**config.mk**
```make
export PLATFORM = sky130hd
export DESIGN_NAME = mac_seq_ctrl
export DESIGN_NICKNAME = d
export VERILOG_FILES = /design/src/rtl/mac_seq_pkg.sv /design/src/rtl/valid_delay_line.sv /design/src/rtl/mac_seq_ctrl.sv
export SDC_FILE = /design/constraint.sdc
export NUM_CORES = 1
export LEC_CHECK = 0
export BUFFER_PORTS_ARGS = -buffer_cell sky130_fd_sc_hd__buf_4
export CAP_MARGIN = 20
export CELL_PAD_IN_SITES_DETAIL_PLACEMENT = 1
export CELL_PAD_IN_SITES_GLOBAL_PLACEMENT = 1
export CORE_UTILIZATION = 36
export DETAILED_ROUTE_END_ITERATION = 12
export GPL_ROUTABILITY_DRIVEN = 0
export PLACE_DENSITY_LB_ADDON = 0.1
export REMOVE_ABC_BUFFERS = 1
export SETUP_SLACK_MARGIN = 0.5
export SLEW_MARGIN = 20
export SYNTH_ARGS = -nofsm -noshare
export SYNTH_HDL_FRONTEND = slang
export SYNTH_SLANG_ARGS = --single-unit
```
**constraint.sdc**
```tcl
create_clock -name clk -period 1.7 [get_ports clk]
set_input_delay 0.17 -clock clk [delete_from_list [all_inputs] [get_ports clk]]
set_output_delay 0.17 -clock clk [all_outputs]
set_load 0.1 [all_outputs]
```
**src/rtl/mac_seq_pkg.sv**
```systemverilog
`default_nettype none
// ============================================================================
//  Module      : mac_seq_pkg
//  Description : Shared types and helpers for the MAC sequencing controller.
//                Provides the controller state encoding and a clog2 helper
//                that never returns less than 1 (so 1-entry ranges still
//                get a 1-bit index).
//  Revision    : 1.0 - initial release
// ============================================================================
package mac_seq_pkg;

    typedef enum logic [1:0] {
        IDLE  = 2'd0,
        RUN   = 2'd1,
        DRAIN = 2'd2,
        DONE  = 2'd3
    } mac_state_e;

    function automatic int clog2_min1(input int value);
        if (value <= 1) begin
            return 1;
        end
        return $clog2(value);
    endfunction

endpackage
`default_nettype wire

```
**src/rtl/valid_delay_line.sv**
```systemverilog
`default_nettype none
// ============================================================================
//  Module      : valid_delay_line
//  Description : DEPTH-stage shift register of WIDTH-bit words with a
//                synchronous flush. The word presented on in_data appears
//                on out_data exactly DEPTH cycles later.
//  Ports       : clk      - clock
//                reset    - synchronous active-high reset, clears all stages
//                flush    - synchronous clear of all stages (drops in_data)
//                in_data  - word entering stage 0
//                out_data - word leaving the last stage
//  Revision    : 1.0 - initial release
// ============================================================================
module valid_delay_line #(
    parameter int DEPTH = 2,
    parameter int WIDTH = 1
) (
    input  logic             clk,
    input  logic             reset,
    input  logic             flush,
    input  logic [WIDTH-1:0] in_data,
    output logic [WIDTH-1:0] out_data
);

    logic [WIDTH-1:0] r_stage [DEPTH];

    always_ff @(posedge clk) begin
        if (reset || flush) begin
            r_stage[0] <= '0;
        end else begin
            r_stage[0] <= in_data;
        end
    end

    generate
        for (genvar gi = 1; gi < DEPTH; gi++) begin : g_stage
            always_ff @(posedge clk) begin
                if (reset || flush) begin
                    r_stage[gi] <= '0;
                end else begin
                    r_stage[gi] <= r_stage[gi-1];
                end
            end
        end
    endgenerate

    assign out_data = r_stage[DEPTH-1];

endmodule
`default_nettype wire

```
**src/rtl/mac_seq_ctrl.sv**
```systemverilog
`default_nettype none
// ============================================================================
//  Module      : mac_seq_ctrl
//  Description : Sequencing controller for the matrix-multiply datapath.
//                After start it issues ROWS*COLS*INNER MAC operations (k
//                fastest, then col, then row), tags every final-k issue for
//                write-back through a PIPE_LAT-deep delay line, drains the
//                pipeline and then reports done together with the number
//                of cycles spent in RUN+DRAIN.
//  Ports       : clk, reset          - clock, synchronous active-high reset
//                start, abort        - run control
//                busy, done          - status (RUN|DRAIN, DONE)
//                mac_en, acc_clr     - MAC issue strobe, accumulator clear
//                row_idx/col_idx/k_idx - issue indices
//                wr_en/wr_row/wr_col - result write-back
//                cycle_count         - RUN+DRAIN cycles of current/last run
//  Revision    : 1.0 - initial release
// ============================================================================
module mac_seq_ctrl
    import mac_seq_pkg::*;
#(
    parameter int ROWS     = 2,
    parameter int COLS     = 2,
    parameter int INNER    = 3,
    parameter int PIPE_LAT = 2,
    parameter int CNT_W    = 16,
    localparam int RW      = clog2_min1(ROWS),
    localparam int CW      = clog2_min1(COLS),
    localparam int KW      = clog2_min1(INNER)
) (
    input  logic             clk,
    input  logic             reset,
    input  logic             start,
    input  logic             abort,
    output logic             busy,
    output logic             done,
    output logic             mac_en,
    output logic             acc_clr,
    output logic [RW-1:0]    row_idx,
    output logic [CW-1:0]    col_idx,
    output logic [KW-1:0]    k_idx,
    output logic             wr_en,
    output logic [RW-1:0]    wr_row,
    output logic [CW-1:0]    wr_col,
    output logic [CNT_W-1:0] cycle_count
);

    localparam int DW    = clog2_min1(PIPE_LAT);
    localparam int TAG_W = 1 + RW + CW;

    localparam logic [1:0] c_st_idle  = 2'(IDLE);
    localparam logic [1:0] c_st_run   = 2'(RUN);
    localparam logic [1:0] c_st_drain = 2'(DRAIN);
    localparam logic [1:0] c_st_done  = 2'(DONE);

    localparam logic [RW-1:0] c_row_last   = RW'(ROWS - 1);
    localparam logic [CW-1:0] c_col_last   = CW'(COLS - 1);
    localparam logic [KW-1:0] c_k_last     = KW'(INNER - 1);
    localparam logic [DW-1:0] c_drain_last = DW'(PIPE_LAT - 1);

    logic [1:0]       r_state;
    logic [RW-1:0]    r_row;
    logic [CW-1:0]    r_col;
    logic [KW-1:0]    r_k;
    logic [DW-1:0]    r_drain;
    logic [CNT_W-1:0] r_count;

    logic             w_in_run;
    logic             w_in_drain;
    logic             w_last_k;
    logic             w_last_col;
    logic             w_final_issue;
    logic             w_flush;
    logic [TAG_W-1:0] w_tag_in;
    logic [TAG_W-1:0] w_tag_out;

    assign w_in_run      = (r_state == c_st_run);
    assign w_in_drain    = (r_state == c_st_drain);
    assign w_last_k      = (r_k == c_k_last);
    assign w_last_col    = (r_col == c_col_last);
    assign w_final_issue = w_last_k && w_last_col && (r_row == c_row_last);

    always_ff @(posedge clk) begin
        if (reset) begin
            r_state <= c_st_idle;
            r_row   <= '0;
            r_col   <= '0;
            r_k     <= '0;
            r_drain <= '0;
            r_count <= '0;
        end else begin
            case (r_state)
                c_st_idle: begin
                    if (start && !abort) begin
                        r_state <= c_st_run;
                        r_row   <= '0;
                        r_col   <= '0;
                        r_k     <= '0;
                        r_count <= '0;
                    end
                end
                c_st_run: begin
                    r_count <= r_count + 1'b1;
                    if (abort || w_final_issue) begin
                        // Both exits leave the indices parked at zero.
                        r_state <= abort ? c_st_idle : c_st_drain;
                        r_row   <= '0;
                        r_col   <= '0;
                        r_k     <= '0;
                        r_drain <= '0;
                    end else if (!w_last_k) begin
                        r_k <= r_k + 1'b1;
                    end else begin
                        r_k <= '0;
                        if (!w_last_col) begin
                            r_col <= r_col + 1'b1;
                        end else begin
                            r_col <= '0;
                            r_row <= r_row + 1'b1;
                        end
                    end
                end
                c_st_drain: begin
                    r_count <= r_count + 1'b1;
                    if (abort) begin
                        r_state <= c_st_idle;
                        r_drain <= '0;
                    end else if (r_drain == c_drain_last) begin
                        r_state <= c_st_done;
                        r_drain <= '0;
                    end else begin
                        r_drain <= r_drain + 1'b1;
                    end
                end
                c_st_done: begin
                    // abort wins over start when both are raised in DONE.
                    if (abort) begin
                        r_state <= c_st_idle;
                    end else if (start) begin
                        r_state <= c_st_run;
                        r_row   <= '0;
                        r_col   <= '0;
                        r_k     <= '0;
                        r_count <= '0;
                    end
                end
                default: begin
                    r_state <= c_st_idle;
                end
            endcase
        end
    end

    // Abort during an active run drops every write-back still in flight,
    // including the tag being issued in the abort cycle.
    assign w_flush = abort && (w_in_run || w_in_drain);

    // Non-final issues enter as all-zero words, so wr_row/wr_col read 0
    // whenever wr_en is low without any output masking.
    assign w_tag_in = (mac_en && w_last_k) ? {1'b1, r_row, r_col} : '0;

    valid_delay_line #(
        .DEPTH (PIPE_LAT),
        .WIDTH (TAG_W)
    ) u_tag_delay (
        .clk      (clk),
        .reset    (reset),
        .flush    (w_flush),
        .in_data  (w_tag_in),
        .out_data (w_tag_out)
    );

    assign busy        = w_in_run || w_in_drain;
    assign done        = (r_state == c_st_done);
    assign mac_en      = w_in_run;
    assign acc_clr     = w_in_run && (r_k == '0);
    assign row_idx     = r_row;
    assign col_idx     = r_col;
    assign k_idx       = r_k;
    assign wr_en       = w_tag_out[TAG_W-1];
    assign wr_row      = w_tag_out[CW +: RW];
    assign wr_col      = w_tag_out[0 +: CW];
    assign cycle_count = r_count;

endmodule
`default_nettype wire
```
==> impl_metrics.toml <==
[clocking]
cts-root-buf = "clkbuf_8"
cts_tree = "built"
cts.reportedPaths.clkPinSlew_ns = 0.07
hold_buffers = 0
h-tree-depth = 2
clock_sinks = 29
insertion_delay_ns = 0.29
numCtsBuffers = 5
ctsLongestPathBuffers = 2

[route]
met3_wirelength_um = 143
wl_met1_um = 2120
avgRoutedWirePerCell_um = 19.3
postRouteWirelength_um = 5010
drc_errors = 0
final_antenna_net_count = 0
via_per_inst = 5.35
vias = 1392
dr.pass1.iters = 4
wl_met2_um = 2650
drtIter0Drc = 60
topRoutingLayerUsed = "met4"

[timing]
relSlewSlack_pct = 70.6
fmax_mhz = 571
hold_slack_ns = 0.157
fin_crit_ns = 1.75
post-route-period-util_pct = 103
rsz0062_at_grt = "yes"
maxSlewViolCount = 0
setup_ws_ns = -0.0528
setup_viol = 5
worstMarginPinSlew_ns = 0.436
hold_viol_final = 0
clock_skew_ns = 0.00504
tns_ns = -0.127

[placement]
numPortBuffers = 30
dpl.hpwl_um = 2630
placed_area_mm2 = 0.00177
placedCellCount = 237
post-place-ws_ns = -0.0685

[yosys]
syn_inst = 152
syn_area_mm2 = 0.00141
synth-compound-area-share_pct = 21.4
synthArstFlopShare_pct = 0
synth-seq-cells = 29
synth_edf_count = 0
ys_seq_area_share_pct = 41.2
synth_xor_area_share_pct = 4.98
syn_avg_cell_area_um2 = 9.26
synthSimpleGateAreaFrac_pct = 22.8
synth_top_family_by_area = "simple AND/OR/NAND/NOR gates"
synthFlopType = "dfxtp_1"
ys_types = 41
synthMuxAreaShare_pct = 0.711
yosys_warnings = 0
synthAdderAreaFrac_pct = 5.33

[run_status]
outcome = "finished with violations"
violations = "setup timing"

[pwr]
seqPwrFrac_pct = 26.8
switchingPower_mw = 1.17
clockPowerShare_pct = 20.0
power.total_mw = 2.84
comb_power_share_pct = 53.2
p_int_mw = 1.67
power_leakage_nw = 0.897
power_density_mw_per_mm2 = 1230
switching_share_pct = 41.4
ir_drop_mv = 1.05

[setup_path]
critPathKind = "flop to flop"
endpoint_kind = "flop"
worstPathMaxFanout = 8
startpoint_type = "flop"
required_ns = 1.86
worst-endpoint-arrival_ns = 1.92

[global_routing]
grt_pass1_wl_um = 6620
globalRouteTotalUtil_pct = 21.2
antenna_found_initial = 0
first_global_vias = 1359
grt-ovfl-total = 0
grt_max_degree = 17

[floorplanning]
fp.dieW_um = 64.5
dieArea_mm2 = 0.00416
initial_core_util_pct = 37.9
io_pins = 31
die_h_um = 64.5
num_rows = 22
core_mm2 = 0.00372

[finish]
postLayoutCellArea_mm2 = 0.00230
nNetsFinal = 221
diodes = 0
fin_util_pct = 61.9
finalNonFillerCells = 260
layout-drive-gt1-share_pct = 51.4
area_growth_pct = 63.5

[job]
cap_violations = 0

[worst_hold_path]
hold_class = "input port to flop"
[cell usage in the layout, fill, tap and decap left out, types with 3 or more instances in the layout]
cell type   n
dfxtp_2     4
nor2_1     11
xor2_1      7
buf_4      31
or3_1       4
nand2_1     8
buf_12      6
o21ai_0    14
and2_4      4
o211ai_1    4
ha_1        3
dfxtp_1    23
or3_4       3
buf_6      18
ha_4        3
clkbuf_8    5
a21oi_2     8
a21oi_1     5
inv_1       4
nand3_1     3
[layer usage]
layer  vias up  track usage, %
met2        24            37.5
met5         -               0
met4         0            8.33
met3        11            5.28
met1       694            24.1
li1        663               -
[critical path: stages, from the launching register on]
cell and delay [ns]:
dfxtp_4 0.39, inv_4 0.05, ha_4 0.16, nor2_4 0.17, buf_12 0.13, o2111ai_4 0.17, o21ai_0 0.42, a21oi_2 0.12
[synth_stat cells (2+ instances only)]
cell type | n | area share [%]
and2_1 | 6 | 2.7
nand2b_1 | 2 | 0.89
nor3_1 | 2 | 0.71
dfxtp_1 | 29 | 41
a21oi_1 | 14 | 5.0
o21ai_0 | 14 | 5.0
o2111ai_4 | 2 | 3.7
ha_1 | 6 | 5.3
xor2_1 | 7 | 4.4
nand4_1 | 2 | 0.89
o211ai_1 | 4 | 2.1
nand2_1 | 8 | 2.1
nand3_1 | 3 | 1.1
nor2_1 | 11 | 2.9
or3_1 | 7 | 3.1
or4_1 | 3 | 1.6
inv_1 | 6 | 1.6
and3_1 | 3 | 1.3
[final cells by class]
| class | count | area (µm²) |
|---|---|---|
| Inverter | 6 | 27.5 |
| Tap cell | 48 | 60.1 |
| Clock buffer | 6 | 72.6 |
| Fill cell | 414 | 1420 |
| Sequential cell | 29 | 593 |
| Timing Repair Buffer | 56 | 571 |
| Multi-Input combinational cell | 113 | 967 |
| Clock inverter | 2 | 10.0 |
[repair_timing]
item                                    4_1_cts  5_1_grt
gates resized for setup                      41       42
buffers inserted                              7        8
pin swaps                                    18       14
endpoints found under the setup margin       37       41
[final timing paths]
check | from | to | slack (ns) | cells after the start
worst max-delay path | r_state[0]$_SDFFE_PP0P_ | cycle_count[9]$_SDFFE_PP0P_ | -0.05 | 7
worst max register to register | r_state[0]$_SDFFE_PP0P_ | cycle_count[9]$_SDFFE_PP0P_ | -0.05 | 7
worst min register to register | u_tag_delay.r_stage[0][0]$_SDFF_PP0_ | u_tag_delay.r_stage[1][0]$_SDFF_PP0_ | 0.46 | 1
worst min-delay path | reset | col_idx$_SDFFE_PP0P_ | 0.16 | 2
[power by group through the flow]
| stage | sequential, mW | combinational, mW | clock [mW] |
|---|---|---|---|
| final | 0.760 | 1.51 | 0.569 |
| after global routing | 0.763 | 1.56 | 0.601 |
| after CTS | 0.754 | 1.27 | 0.562 |
| after detailed placement | 0.750 | 0.972 | 0 |
| after global placement | 0.748 | 0.948 | 0 |
| after floorplan | 0.860 | 0.535 | 0 |
[registers in the layout, summed over array words and instances (netlist names)]
register	flops
col_idx	1
cycle_count	16
k_idx	2
r_drain	1
r_state	2
row_idx	1
u_tag_delay.r_stage	6
[kinds of logic (layout without fill, tap and decap cells)]
group                      after synthesis  after routing
and+or+nand+nor                         55             55
AOI/OAI and AO/OA                       43             43
DFF                                     29             29
buffers and inverters                   10             70
xor gates and xnor gates                 8              8
adders and majority gates                6              6
muxes                                    1              1
Power figures use the tool's default switching activity.
